`src/rtl/multicycle_sequencer_pkg.sv`:
```
// Shared types and encodings for the multi-cycle RV32 sequencer.
package multicycle_sequencer_pkg;

   // FSM states; the encoding is exported on the debug state port.
   typedef enum logic [2:0] {
      IDLE   = 3'd0,
      FETCH  = 3'd1,
      DECODE = 3'd2,
      EXEC   = 3'd3,
      MEM    = 3'd4,
      WB     = 3'd5,
      HALT   = 3'd6
   } seq_state_t;

   // PC source select
   localparam logic [1:0] PC_PLUS4  = 2'd0;
   localparam logic [1:0] PC_TARGET = 2'd1;
   localparam logic [1:0] PC_ALU    = 2'd2;

   // Register write-back source select
   localparam logic [1:0] WB_ALU = 2'd0;
   localparam logic [1:0] WB_MEM = 2'd1;
   localparam logic [1:0] WB_PC4 = 2'd2;

   // Sticky fault codes
   localparam logic [1:0] FLT_NONE    = 2'd0;
   localparam logic [1:0] FLT_ILLEGAL = 2'd1;
   localparam logic [1:0] FLT_TIMEOUT = 2'd2;

   // Width of the memory-wait counter; covers MEM_TIMEOUT up to 2^16-1.
   localparam int WDOG_W = 16;

   // State entered after the cycle that retires an instruction (pc_we).
   function automatic seq_state_t after_retire(input logic run);
      return run ? FETCH : IDLE;
   endfunction

endpackage

```
`src/rtl/multicycle_sequencer_watchdog.sv`:
```
// Saturating counter of consecutive memory wait cycles; flags expiry on the
// cycle that would be the MEM_TIMEOUT-th consecutive wait.
module seq_watchdog
   import multicycle_sequencer_pkg::*;
#(
   parameter int MEM_TIMEOUT = 255
) (
   input  logic clk,
   input  logic rst,
   input  logic waiting,
   input  logic clear,
   output logic expired
);

   localparam logic [WDOG_W-1:0] LAST = WDOG_W'(MEM_TIMEOUT - 1);

   logic [WDOG_W-1:0] cnt_q;
   logic [WDOG_W-1:0] cnt_d;

   // Next count: clear wins, otherwise advance while waiting, stop at LAST.
   always_comb begin
      // NOTE: assign a default before any branch so every path drives cnt_d and no latch is inferred.
      cnt_d = cnt_q;
      if (clear) begin
         cnt_d = '0;
      end else if (waiting && (cnt_q != LAST)) begin
         cnt_d = cnt_q + WDOG_W'(1);
      end
   end

   // Counter register.
   always_ff @(posedge clk or posedge rst) begin
      // NOTE: sequential state uses <= so every flop samples pre-edge values.
      if (rst) begin
         cnt_q <= '0;
      end else begin
         cnt_q <= cnt_d;
      end
   end

   // A ready in the same cycle clears instead of expiring.
   assign expired = waiting && !clear && (cnt_q == LAST);

endmodule

```
`src/rtl/multicycle_sequencer.sv`:
```
// Multi-cycle FSM sequencing the RV32 datapath through FETCH, DECODE, EXEC,
// MEM and WB over a single shared memory port, with a memory watchdog and
// cycle / retired-instruction counters.
module multicycle_sequencer
   import multicycle_sequencer_pkg::*;
#(
   parameter int MEM_TIMEOUT = 255,
   parameter int CNT_W       = 32
) (
   input  logic             clk,
   input  logic             rst,
   input  logic             run,
   input  logic             dec_valid,
   input  logic             dec_reg_write,
   input  logic             dec_mem_read,
   input  logic             dec_mem_write,
   input  logic             dec_is_jump,
   input  logic             dec_is_branch,
   input  logic             dec_is_jalr,
   input  logic             branch_taken,
   input  logic             mem_ready,
   output logic             mem_req,
   output logic             mem_we,
   output logic             mem_addr_sel,
   output logic             ir_we,
   output logic             mdr_we,
   output logic             pc_we,
   output logic [1:0]       pc_sel,
   output logic             rf_we,
   output logic [1:0]       wb_sel,
   output logic [2:0]       state,
   output logic             halted,
   output logic [1:0]       fault,
   output logic [CNT_W-1:0] cycle_cnt,
   output logic [CNT_W-1:0] instret_cnt
);

   seq_state_t       state_q, state_d;
   logic [1:0]       fault_q, fault_d;
   logic [CNT_W-1:0] cycle_cnt_q, instret_cnt_q;
   logic             mem_phase;
   logic             busy;
   logic             wd_waiting;
   logic             wd_clear;
   logic             wd_expired;

   // Memory is owned only in FETCH and MEM; waits are counted only there.
   assign mem_phase  = (state_q == FETCH) || (state_q == MEM);
   assign busy       = (state_q != IDLE) && (state_q != HALT);
   assign wd_waiting = mem_phase && !mem_ready;
   assign wd_clear   = mem_ready || !mem_phase;

   seq_watchdog #(
      .MEM_TIMEOUT(MEM_TIMEOUT)
   ) u_watchdog (
      .clk     (clk),
      .rst     (rst),
      .waiting (wd_waiting),
      .clear   (wd_clear),
      .expired (wd_expired)
   );

   // Next-state and Moore-decoded strobes; completion strobes gated by mem_ready.
   always_comb begin
      state_d      = state_q;
      fault_d      = fault_q;
      mem_req      = 1'b0;
      mem_we       = 1'b0;
      mem_addr_sel = 1'b0;
      ir_we        = 1'b0;
      mdr_we       = 1'b0;
      pc_we        = 1'b0;
      pc_sel       = PC_PLUS4;
      rf_we        = 1'b0;
      wb_sel       = WB_ALU;

      case (state_q)
         IDLE: begin
            if (run) begin
               state_d = FETCH;
            end
         end

         FETCH: begin
            mem_req = 1'b1;
            if (mem_ready) begin
               ir_we   = 1'b1;
               state_d = DECODE;
            end else if (wd_expired) begin
               state_d = HALT;
               fault_d = FLT_TIMEOUT;
            end
         end

         DECODE: begin
            if (!dec_valid) begin
               state_d = HALT;
               fault_d = FLT_ILLEGAL;
            end else begin
               state_d = EXEC;
            end
         end

         EXEC: begin
            if (dec_is_branch) begin
               pc_we   = 1'b1;
               pc_sel  = branch_taken ? PC_TARGET : PC_PLUS4;
               state_d = after_retire(run);
            end else if (dec_mem_read || dec_mem_write) begin
               state_d = MEM;
            end else begin
               state_d = WB;
            end
         end

         MEM: begin
            mem_req      = 1'b1;
            mem_addr_sel = 1'b1;
            mem_we       = dec_mem_write;
            if (mem_ready) begin
               if (dec_mem_write) begin
                  pc_we   = 1'b1;
                  state_d = after_retire(run);
               end else begin
                  mdr_we  = 1'b1;
                  state_d = WB;
               end
            end else if (wd_expired) begin
               state_d = HALT;
               fault_d = FLT_TIMEOUT;
            end
         end

         WB: begin
            rf_we = dec_reg_write;
            pc_we = 1'b1;
            if (dec_mem_read) begin
               wb_sel = WB_MEM;
            end else if (dec_is_jump) begin
               wb_sel = WB_PC4;
            end
            if (dec_is_jump && dec_is_jalr) begin
               pc_sel = PC_ALU;
            end else if (dec_is_jump) begin
               pc_sel = PC_TARGET;
            end
            state_d = after_retire(run);
         end

         HALT: begin
            state_d = HALT;
         end

         default: begin
            state_d = HALT;
            fault_d = FLT_ILLEGAL;
         end
      endcase
   end

   // State, sticky fault and counters.
   always_ff @(posedge clk or posedge rst) begin
      if (rst) begin
         state_q       <= IDLE;
         fault_q       <= FLT_NONE;
         cycle_cnt_q   <= '0;
         instret_cnt_q <= '0;
      end else begin
         state_q <= state_d;
         fault_q <= fault_d;
         if (busy) begin
            cycle_cnt_q <= cycle_cnt_q + CNT_W'(1);
         end
         if (pc_we) begin
            instret_cnt_q <= instret_cnt_q + CNT_W'(1);
         end
      end
   end

   assign state       = state_q;
   assign halted      = (state_q == HALT);
   assign fault       = fault_q;
   assign cycle_cnt   = cycle_cnt_q;
   assign instret_cnt = instret_cnt_q;

endmodule
```
`config.mk`:
```
export PLATFORM = sky130hd
export DESIGN_NAME = multicycle_sequencer
export DESIGN_NICKNAME = d
export VERILOG_FILES = /design/src/rtl/multicycle_sequencer_pkg.sv /design/src/rtl/multicycle_sequencer_watchdog.sv /design/src/rtl/multicycle_sequencer.sv
export SDC_FILE = /design/constraint.sdc
export NUM_CORES = 1
export LEC_CHECK = 0
export BUFFER_PORTS_ARGS = -buffer_cell sky130_fd_sc_hd__buf_2
export CORE_MARGIN = 2
export CORE_UTILIZATION = 54
export CTS_BUF_LIST = sky130_fd_sc_hd__clkbuf_16
export DETAILED_ROUTE_END_ITERATION = 8
export PLACE_DENSITY = 0.92
export SETUP_SLACK_MARGIN = 0.1
export SLEW_MARGIN = 20
export SYNTH_ARGS = -nofsm -noshare
export SYNTH_HDL_FRONTEND = slang
export SYNTH_SLANG_ARGS = --single-unit
```
`constraint.sdc`:
```
create_clock -name clk -period 2.9 [get_ports clk]
set_clock_uncertainty 0.05 [all_clocks]
set_input_delay 0.29 -clock clk [delete_from_list [all_inputs] [get_ports clk]]
set_output_delay 0.29 -clock clk [all_outputs]
set_load 0.005 [all_outputs]
```
Word level (Yosys, flattened, before mapping)
Index checks and enable logic that the tools add are counted.
Widths: inputs -> output; s select.
{"block": "op_classes", "eq_ne": 13, "muxes": 37, "reduce_logical": 18, "bitwise": 1, "add_sub_neg": 3}
{"cell": "$add 32x1->32 const B", "count": 2}
{"cell": "$mux 16", "count": 2}
{"cell": "$mux 3", "count": 7}
{"cell": "$pmux 3 s6", "count": 1}
{"cell": "$mux 1", "count": 17}
{"cell": "$add 16x1->16 const B", "count": 1}
{"cell": "$eq 16x8->1 const B", "count": 1}
{"cell": "$ne 16x8->1 const B", "count": 1}
{"cell": "$mux 2", "count": 7}
{"cell": "$eq 3x3->1 const B", "count": 3}
{"cell": "$eq 3x2->1 const B", "count": 2}
{"cell": "$logic_and 1x1->1", "count": 6}
{"cell": "$ne 2x2->1 const B", "count": 3}
{"cell": "$pmux 2 s3", "count": 1}
{"cell": "$pmux 2 s2", "count": 1}
{"cell": "$reduce_and 4->1", "count": 1}
{"cell": "$reduce_or 4->1", "count": 1}
{"cell": "$eq 3x1->1 const B", "count": 1}
{"cell": "$logic_not 1->1", "count": 3}
{"cell": "$logic_not 3->1", "count": 1}
{"cell": "$logic_or 1x1->1", "count": 3}
{"cell": "$ne 3x3->1 const B", "count": 1}
{"cell": "$pmux 1 s3", "count": 1}
{"cell": "$reduce_bool 3->1", "count": 1}
{"cell": "other kinds (4)", "count": 4}
{"block": "word_totals", "register_bits": 85, "word_cells": 77, "input_bits": 12, "output_inout_bits": 81}

Longest topological paths before layout
{"block": "depth", "word_depth": 10, "mapped_depth": 7, "mapped_depth_nobuf": 7}

By module
A second synthesis with hierarchy kept.
{"block": "unflattened", "hier_cells": 412, "area_unflattened_um2": 4214.0}
{"module": "multicycle_sequencer", "seq_area_each_um2": 1726.7, "area_each_um2": 3301.9, "n_inst": 1, "cells_each": 316}
{"module": "seq_watchdog", "seq_area_each_um2": 400.4, "area_each_um2": 912.1, "n_inst": 1, "cells_each": 96}

Worst setup path before layout
Ideal clock, no wire load.
{"block": "synth_path", "path_kind": "flip-flop to flip-flop", "from": "register state_q[2], in the netlist state[2]", "to": "register cycle_cnt_q[24], in the netlist cycle_cnt[24]", "arrival_time_ps": 1845, "setup_slack_ps": 880, "required_ps": 2725, "setup_time_ps": 125, "stages_incl_launch_ff": 8, "period_less_slack_ps": 2020, "n_path_buf": 2, "cell_sequence": "dfrtp_1 -> buf_6 -> xor2_2 -> o2111ai_2 -> or4_1 -> buf_6 -> nand2b_1 -> xnor2_1"}
{"block": "synth_between", "elab_chain_len": 2, "elab_cells_between_ends": 3, "classes_between": "eq/ne (1); reduce/logical (2)"}
{"item": "from (decl)", "line_no": "multicycle_sequencer.sv:38", "source": "seq_state_t state_q, state_d;"}
{"item": "from (signal assigned)", "line_no": "multicycle_sequencer.sv:169", "source": "state_q <= state_d;"}
{"item": "$ne 3x3->1 or $reduce_bool 3->1 (tied branches)", "line_no": "multicycle_sequencer.sv:49", "source": "assign busy = (state_q != IDLE) && (state_q != HALT);"}
{"item": "$logic_and 1x1->1 (*)", "line_no": "multicycle_sequencer.sv:49"}
{"item": "to (signal assigned)", "line_no": "multicycle_sequencer.sv:172", "source": "cycle_cnt_q <= cycle_cnt_q + CNT_W'(1);"}
{"item": "to (decl)", "line_no": "multicycle_sequencer.sv:40", "source": "logic [CNT_W-1:0] cycle_cnt_q, instret_cnt_q;"}
Mark *: on every way between the ends. The rest lies on a longest branch, timed or not.
A chain may end at the register's enable or synchronous reset.

Worst setup path after layout
{"block": "layout_path", "from": "register state_q[0], in the netlist state[0]", "to": "output port pc_sel[0]"}
{"block": "layout_between", "elab_chain_len": 2, "elab_cells_between_ends": 3, "classes_between": "eq/ne (2); mux (1)"}
{"item": "$eq 3x3->1 or $eq 3x2->1 (tied branches)", "line_no": "multicycle_sequencer.sv:77", "source": "case (state_q)"}
{"item": "$pmux 2 s2 (*)", "line_no": "multicycle_sequencer.sv:77"}
{"item": "to (decl)", "line_no": "multicycle_sequencer.sv:28", "source": "output logic [1:0] pc_sel,"}
Marked as above.

==> metrics.cfg <==
[run_status]
outcome = finished, final reports clean

[sta]
finalMaxSlewViolations = 0
rsz0062_at_grt = no
setup_viol = 0
totalNegativeSetupSlack_ps = 0
hold_violations = 0
post-route-period-util_pct = 83.98
max_freq_mhz = 410.6
period_needed_ps = 2435
slew_headroom_pct = 53.42
worst_pin_slew_ps = 698.7

[critical_path]
crit_cells = 5
crit_buf_inv = 2
reg2reg_from = state[1]$_DFFE_PP0P_
critPathMaxStageDelay_ps = 580
critical_path_class = reg2out
critPathRequiredTime_ps = 2560
r2r_end = cycle_cnt[24]$_DFFE_PP0P_
rr_worst_depth = 5
worstPathArrival_ps = 2100
startpoint = state[0]$_DFFE_PP0P_
crit_slowest_cell = dfrtp_1
crit_family = simple AND/OR/NAND/NOR gates
end_kind = output port
critPathMaxFanout = 13
worstPathCellList = inv_1 -> nor3_1 -> nand2_1 -> o21ai_0 -> buf_2
crit_path_start_kind = flip-flop
reg2reg_slack_ps = 530

[global_routing]
use_met3_pct = 3.698
met1_usage_pct = 30.67
grt_pass1_vias = 3232
antenna_found_initial = 0
grt_use_met2_pct = 37.87
grt_max_degree = 40
grt_util_all_layers_pct = 23.02
grt_pass1_wl_mm = 15.54
top_usage_layer = met2
grt_overflow_total = 0

[cts]
clock-sinks = 85
cts_buffer_depth = 2
cts_made_buffers = 9
cts.htree.levels = 3
hold_buffers = 1
clk_pin_slew_worst_paths_ps = 60
cts-resized-gates = 0
clock-root-buffer = clkbuf_16
cts_tree = built
cts_setup_buffers = 0
clk_latency_ps = 330

[floorplan]
die_area_um2 = 8424
dieWidth_um = 91.79
io_pins = 93
placementRows = 32
die_y_um = 91.79
start_util_pct = 54.70
core_um2 = 7607

[drt]
ant_nets = 0
drtIter0Drc = 234
vias = 3344
detail_route.first_pass.iterations = 5
drc = 0
drt_wl_total_mm = 9.279
wl_per_cell_um = 15.24
routed_via_density = 5.491

[logic_synthesis]
yosysUniqueCellTypes = 45
ys_ff_latch = 85
avgSynthCellArea_um2 = 10.28
synth_cells = 405
syn_nets = 421
synth_largest_area_cell = dfrtp_1
yosys-top-cells-area = dfrtp_1, xnor2_1, xor2_1
syn_area_um2 = 4161
seq_area_frac_synth_pct = 51.11
yosysTopAreaCellShare_pct = 51.11
synth_warnings = 0

[finish]
layout_commonest_cell = buf_2
nNetsFinal = 518
num_antenna_cells = 0
syn2layout_area_growth_pct = 20.93
register_area_um2 = 2127
drive_gt1_share_pct = 24.65
multi_input_area_um2 = 1926
num-fill-cells = 590
final_cell_mix = buf_2, dfrtp_1, xnor2_1
post-route-util_pct = 66.15

[hold_path]
min_to = state[0]$_DFFE_PP0P_
min-delay-start = run
hold_path_class = in2reg
min_path_cells = 3

[power]
ir_drop_mv = 0.3537
power.leakage_nw = 2.429
power.density_nw_per_um2 = 670.6

[placed_design]
dp_hpwl_mm = 6.745
place.gp.congestion = 0.9409
portBuffers = 92

[run]
cap_violations = 0

==> logic make-up after synthesis <==
group | after synthesis | synth area share (%)
mux | 2 | 0.5412
flops | 85 | 51.11
simple gates | 179 | 22.85
buf+inv | 24 | 2.616
fa+ha+maj | 4 | 1.203
xor+xnor | 73 | 15.54
compound gates | 38 | 6.134
==> power by group <==
group,switching (mW),internal [mW]
combinational,0.401,0.329
clock,0.476,0.671
sequential,0.193,1.30
total,1.07,2.30
==> worst max path at each step <==
stage / end
after floorplan: cycle_cnt[0]$_DFFE_PP0P_
after global placement: cycle_cnt[24]$_DFFE_PP0P_
after detailed placement: cycle_cnt[24]$_DFFE_PP0P_
after CTS: pc_sel[0]
after global routing: pc_sel[0]
final: pc_sel[0]
==> layout make-up <==
cell class / instances / area share (%)
Inverter: 13 / 0.9945
Clock inverter: 7 / 1.517
Sequential cell: 85 / 42.27
Timing Repair Buffer: 97 / 9.945
Multi-Input combinational cell: 296 / 38.26
Clock buffer: 9 / 4.475
Tap cell: 102 / 2.536
==> per-stage QoR <==
step	hold slack, ps	worst slack, ps	cells	area, µm²	total power, mW
6_report	192.6	464.6	609	5032	3.375
2_1_floorplan	403.2	366.5	405	4161	1.979
5_1_grt	216.2	354.8	609	5032	3.536
4_1_cts	185.0	502.3	609	5032	3.402
3_3_place_gp	347.2	632.6	592	4721	2.202
3_5_place_dp	352.3	559.7	592	4721	2.244
==> per-layer routing <==
layer	routed length, µm	vias up
met2	4490	98
met4	155	0
met5	0	-
met1	4228	1646
met3	405	10
li1	-	1590
==> cell usage after synthesis, drive strengths merged <==
cell,n
a32oi,1
nor2b,2
o2111ai,3
nor2,43
mux2,2
dfrtp,85
buf,6
clkbuf,5
nor4b,2
and4b,1
nand3b,1
nor4,3
nand4b,1
inv,13
nand4,21
or4,1
nand2b,7
o211ai,4
and3,9
nand2,32
and4,2
o21ai,12
or3,5
xnor2,45
nor3,12
o32ai,1
ha,4
o311ai,2
o21ba,1
a211oi,2
o41ai,1
a21oi,10
or2,3
a31oi,1
xor2,28
and2,8
nand3,26
==> flip-flops by register name (all words and copies together) (netlist names) <==
name              flops
u_watchdog.cnt_q     16
state                 3
cycle_cnt            32
instret_cnt          32
fault                 2
==> worst min-delay path, stage by stage <==
cell and delay [ps]:
buf_2 90, o21ai_0 70, o311ai_0 90
No activity file was read; power rests on OpenSTA's default activity.
